==> src/rtl/pulse_delay_tagger.sv <==
// Start-to-stop delay tagger: measures ticks between a start and a stop pulse,
// reports the delay on a valid/ready port and keeps saturating timeout/drop counts.
module pulse_delay_tagger #(
    parameter int unsigned CNT_W     = 8,
    parameter int unsigned MAX_DELAY = 200,
    parameter int unsigned STAT_W    = 16
) (
    input  logic              clk,
    input  logic              rst,
    input  logic              enable,
    input  logic              start_pulse,
    input  logic              stop_pulse,
    output logic              out_valid,
    input  logic              out_ready,
    output logic [CNT_W-1:0]  delay_out,
    output logic [STAT_W-1:0] timeout_count,
    output logic [STAT_W-1:0] drop_count
);

    localparam logic [1:0] IDLE   = 2'd0;
    localparam logic [1:0] ARMED  = 2'd1;
    localparam logic [1:0] REPORT = 2'd2;

    localparam logic [CNT_W-1:0]  CNT_ONE  = CNT_W'(1);
    localparam logic [CNT_W-1:0]  CNT_MAX  = CNT_W'(MAX_DELAY);
    localparam logic [STAT_W-1:0] STAT_ONE = STAT_W'(1);
    localparam logic [STAT_W-1:0] STAT_TOP = '1;

    logic [1:0]        state_q, state_d;
    logic [CNT_W-1:0]  cnt_q, cnt_d;
    logic              out_valid_q, out_valid_d;
    logic [CNT_W-1:0]  delay_q, delay_d;
    logic [STAT_W-1:0] timeout_q, timeout_d;
    logic [STAT_W-1:0] drop_q, drop_d;

    logic [STAT_W-1:0] timeout_inc;
    logic [STAT_W-1:0] drop_inc;

    // Statistics stick at all-ones instead of wrapping.
    assign timeout_inc = (timeout_q == STAT_TOP) ? timeout_q : timeout_q + STAT_ONE;
    assign drop_inc    = (drop_q == STAT_TOP) ? drop_q : drop_q + STAT_ONE;

    always_comb begin
        state_d     = state_q;
        cnt_d       = cnt_q;
        out_valid_d = out_valid_q;
        delay_d     = delay_q;
        timeout_d   = timeout_q;
        drop_d      = drop_q;

        case (state_q)
            IDLE: begin
                if (enable && start_pulse) begin
                    if (stop_pulse) begin
                        state_d     = REPORT;
                        delay_d     = '0;
                        out_valid_d = 1'b1;
                    end else begin
                        state_d = ARMED;
                        cnt_d   = CNT_ONE;
                    end
                end
            end

            ARMED: begin
                if (!enable) begin
                    state_d = IDLE;
                    cnt_d   = '0;
                end else if (stop_pulse) begin
                    // Stop measures the pending start; a coincident new start is lost.
                    state_d     = REPORT;
                    delay_d     = cnt_q;
                    out_valid_d = 1'b1;
                    cnt_d       = '0;
                    if (start_pulse) begin
                        drop_d = drop_inc;
                    end
                end else if (start_pulse) begin
                    cnt_d = CNT_ONE;
                end else if (cnt_q == CNT_MAX) begin
                    state_d   = IDLE;
                    cnt_d     = '0;
                    timeout_d = timeout_inc;
                end else begin
                    cnt_d = cnt_q + CNT_ONE;
                end
            end

            REPORT: begin
                if (out_ready) begin
                    out_valid_d = 1'b0;
                    if (enable && start_pulse) begin
                        state_d = ARMED;
                        cnt_d   = CNT_ONE;
                    end else begin
                        state_d = IDLE;
                    end
                end else if (enable && start_pulse) begin
                    drop_d = drop_inc;
                end
            end

            default: begin
                state_d     = IDLE;
                cnt_d       = '0;
                out_valid_d = 1'b0;
            end
        endcase
    end

    always_ff @(posedge clk or posedge rst) begin
        if (rst) begin
            state_q     <= IDLE;
            cnt_q       <= '0;
            out_valid_q <= 1'b0;
            delay_q     <= '0;
            timeout_q   <= '0;
            drop_q      <= '0;
        end else begin
            state_q     <= state_d;
            cnt_q       <= cnt_d;
            out_valid_q <= out_valid_d;
            delay_q     <= delay_d;
            timeout_q   <= timeout_d;
            drop_q      <= drop_d;
        end
    end

    assign out_valid     = out_valid_q;
    assign delay_out     = delay_q;
    assign timeout_count = timeout_q;
    assign drop_count    = drop_q;

endmodule

==> config.mk <==
export PLATFORM = sky130hd
export DESIGN_NAME = pulse_delay_tagger
export DESIGN_NICKNAME = d
export VERILOG_FILES = /design/src/rtl/pulse_delay_tagger.sv
export SDC_FILE = /design/constraint.sdc
export NUM_CORES = 1
export LEC_CHECK = 0
export BUFFER_PORTS_ARGS = -buffer_cell sky130_fd_sc_hd__buf_4
export CAP_MARGIN = 20
export CORE_MARGIN = 2
export CORE_UTILIZATION = 60
export DETAILED_ROUTE_END_ITERATION = 8
export GPL_TIMING_DRIVEN = 0
export PLACE_DENSITY = 0.86
export SETUP_SLACK_MARGIN = 0.5
export SYNTH_ARGS = -nofsm -noshare
export SYNTH_HDL_FRONTEND = slang
export SYNTH_SLANG_ARGS = --single-unit
==> constraint.sdc <==
create_clock -name clk -period 3.8 [get_ports clk]
set_clock_uncertainty 0.15 [all_clocks]
set_input_delay 0.38 -clock clk [delete_from_list [all_inputs] [get_ports clk]]
set_output_delay 0.38 -clock clk [all_outputs]
set_load 0.01 [all_outputs]
==> results.json <==
{
  "run_status": "complete, no violations",
  "synth_top_family_by_area": "simple AND/OR/NAND/NOR gates",
  "yosysTopAreaCellShare_pct": 48.9,
  "pre_cts_ws_ps": 1500,
  "antenna_found_initial": 0,
  "core_area_um2": 4090,
  "start_util_pct": 63.9,
  "final_core_util_pct": 76.6,
  "routabilityCongestion": 0.802,
  "relSlewSlack_pct": 63.3,
  "worst_hold_slack_ps": 336,
  "max_freq_ghz": 0.434,
  "numCtsBuffers": 5,
  "place_area_um2": 3030,
  "r2r_end": "timeout_count[10]$_DFFE_PP0P_",
  "cp_cell_sequence": "inv_1 -> ha_1 -> nand2_1 -> or3_1 -> nor4b_2 -> nand3_1 -> xnor2_1",
  "synth_xor_area_share_pct": 10.7,
  "cp.required_ps": 3830,
  "die_h_um": 70.0,
  "area_delta_synth_final_pct": 19.8,
  "finalSetupTns_ps": 0,
  "cts_resized": 0,
  "first_pass_iters": 4,
  "syn_area_um2": 2610,
  "fin_area_um2": 3130,
  "netlist_top_cells_area": "dfrtp_1, xnor2_1, ha_1",
  "synth_mux_area_share_pct": 2.16,
  "grt_overflow": 0,
  "grt_max_degree": 43,
  "postSynth.asyncResetShare_pct": 100,
  "synth-simple-area-share_pct": 21.3,
  "yosysSeqAreaShare_pct": 48.9,
  "power.density_nw_per_um2": 462,
  "cts_buffer_depth": 2,
  "vias_per_cell": 5.75,
  "yosysMostFrequentCell": "dfrtp_1",
  "holdCritStartpoint": "out_ready",
  "worst_path_dominant_cell_family": "simple AND/OR/NAND/NOR gates",
  "synth_compound_area_share_pct": 9.73,
  "drt_wl_total_mm": 5.04,
  "grt_pass1_vias": 1856,
  "synth_edf_count": 0,
  "grt_pass1_wl_mm": 8.27,
  "yosys.area.top_type": "dfrtp_1",
  "io_pins": 47,
  "max_stage_delay_ps": 430,
  "critPathLaunchType": "flop",
  "cp.arrival_ps": 2340,
  "period_share_pct": 60.7,
  "setup_viol": 0,
  "yosys_warnings": 0,
  "report.final.slew_viol_count": 0,
  "worst-path-max-fanout": 7,
  "hold_class": "in -> reg",
  "n_antenna_cell": 0,
  "synthesis.nets": 252,
  "path_class": "reg -> reg",
  "rows": 23,
  "syn_inst": 238,
  "crit_buf_inv": 1,
  "die_area_um2": 4900,
  "htree_levels": 2,
  "layout_setup_ws_ps": 1490,
  "port_buffers": 45,
  "final_hold_viol_count": 0,
  "ant_nets": 0,
  "ys.flop_type": "dfrtp_1",
  "ys_top_cells_by_count": "dfrtp_1, xnor2_1, nand2_1",
  "holdPathStages": 4,
  "drt_drc_violations_left": 0,
  "path_clk_slew_ps": 80,
  "post_cts_buffers": 0,
  "root_buffer": "clkbuf_8",
  "clock_sinks": 51,
  "syn_avg_cell_area_um2": 11.0,
  "p_leak_uw": 0.00148,
  "synth_fa_ha_area_share_pct": 3.83,
  "fin_crit_ps": 2310,
  "worst_pin_slew_ps": 551,
  "min_to": "out_valid$_DFFE_PP0P_",
  "rsz0062_at_grt": "no",
  "reg2regPathDepth": 7,
  "first_iter_violations": 89,
  "setup.worst_path.end_class": "flop",
  "cap_violations": 0,
  "ys_ff_latch": 51,
  "vias": 1967,
  "rrSetupSlack_ps": 1490,
  "peakVddDrop_mv": 0.275,
  "ys_types": 43,
  "grt_util_all_layers_pct": 20.8,
  "layout.nets": 306,
  "wl_per_cell_um": 14.7,
  "cts_tree": "done",
  "timing.rr.start": "state_q[1]$_DFFE_PP0P_",
  "drive_gt1_share_pct": 24.7,
  "dieWidth_um": 70.0,
  "dp_hpwl_mm": 3.69,
  "clock_latency_ps": 300,
  "critPathSlowestCell": "nor4b_2"
}
==> flip-flops by register name, indices dropped and copies added, names as in the netlist <==
register       flops
timeout_count     16
out_valid          1
delay_out          8
state_q            2
drop_count        16
cnt_q              8
==> per-layer routing <==
metal  GRT usage (%)  share of wire, %
met3            5.19               5.0
met5               0                 0
met4            5.13              0.62
met2            34.8                48
met1            27.2                46
==> worst min-delay path, cell delays in order <==
cell and delay (ps):
buf_4 90, nor2b_1 70, nor3_1 150, nor2_1 60
==> cells in the final DEF, fill, tap and decap left out, drive strengths merged, types with 2 or more instances in the layout <==
cell	Yosys	final
nand2	16	16
a22o	8	8
nor2b	2	2
or3	3	3
and3	4	4
a31oi	2	2
dfrtp	51	51
xnor2	21	21
ha	8	8
a41oi	2	2
buf	4	50
nor3	11	11
nand3b	3	3
clkbuf	3	9
a221o	2	2
inv	12	12
nand2b	3	3
a21oi	6	6
nand3	16	16
nand4	11	11
mux2	5	5
xor2	11	11
and4	2	2
o21ai	4	4
nor2	13	13
nor4	5	5
==> layout make-up <==
| class | count | area, µm² |
|---|---|---|
| Sequential cell | 51 | 1280 |
| Multi-Input combinational cell | 168 | 1250 |
| Fill cell | 294 | 957 |
| Timing Repair Buffer | 47 | 368 |
| Clock buffer | 6 | 82.6 |
| Tap cell | 50 | 62.6 |
| Inverter | 12 | 45.0 |
| Buffer | 7 | 43.8 |
| Clock inverter | 1 | 5.00 |
==> power by group <==
part           switching (µW)  internal (µW)
clock network             166            143
registers                60.8            598
logic                     263            215
total                     490            956
==> cell families after synthesis <==
kind of cell | after synthesis
simple gates | 94
xor+xnor | 32
fa+ha+maj | 8
flops | 51
compound gates | 29
mux | 5
buf+inv | 19
==> stage by stage <==
| step | cells | total power (µW) |
|---|---|---|
| after CTS | 342 | 1450 |
| after global routing | 342 | 1530 |
| after global placement | 333 | 1130 |
| final | 342 | 1450 |
| after detailed placement | 334 | 1140 |
| after floorplan | 238 | 998 |
==> worst max-delay path by stage <==
stage	cells past startpoint	from	endpoint	slack [ps]
3_3_place_gp	2	rst	delay_out[5]$_DFFE_PP0P_	1420
3_5_place_dp	7	state_q[1]$_DFFE_PP0P_	timeout_count[10]$_DFFE_PP0P_	1500
2_1_floorplan	7	state_q[0]$_DFFE_PP0P_	cnt_q[3]$_DFFE_PP0P_	1720
5_1_grt	7	state_q[1]$_DFFE_PP0P_	timeout_count[14]$_DFFE_PP0P_	1290
6_report	7	state_q[1]$_DFFE_PP0P_	timeout_count[10]$_DFFE_PP0P_	1490
4_1_cts	7	state_q[1]$_DFFE_PP0P_	timeout_count[10]$_DFFE_PP0P_	1480
==> timing repair <==
action | in CTS | in global routing
setup endpoints to repair | 0 | 0
hold endpoints to repair | 9 | 0
hold buffers | 1 | 0
(Power assumes the default switching activity.)
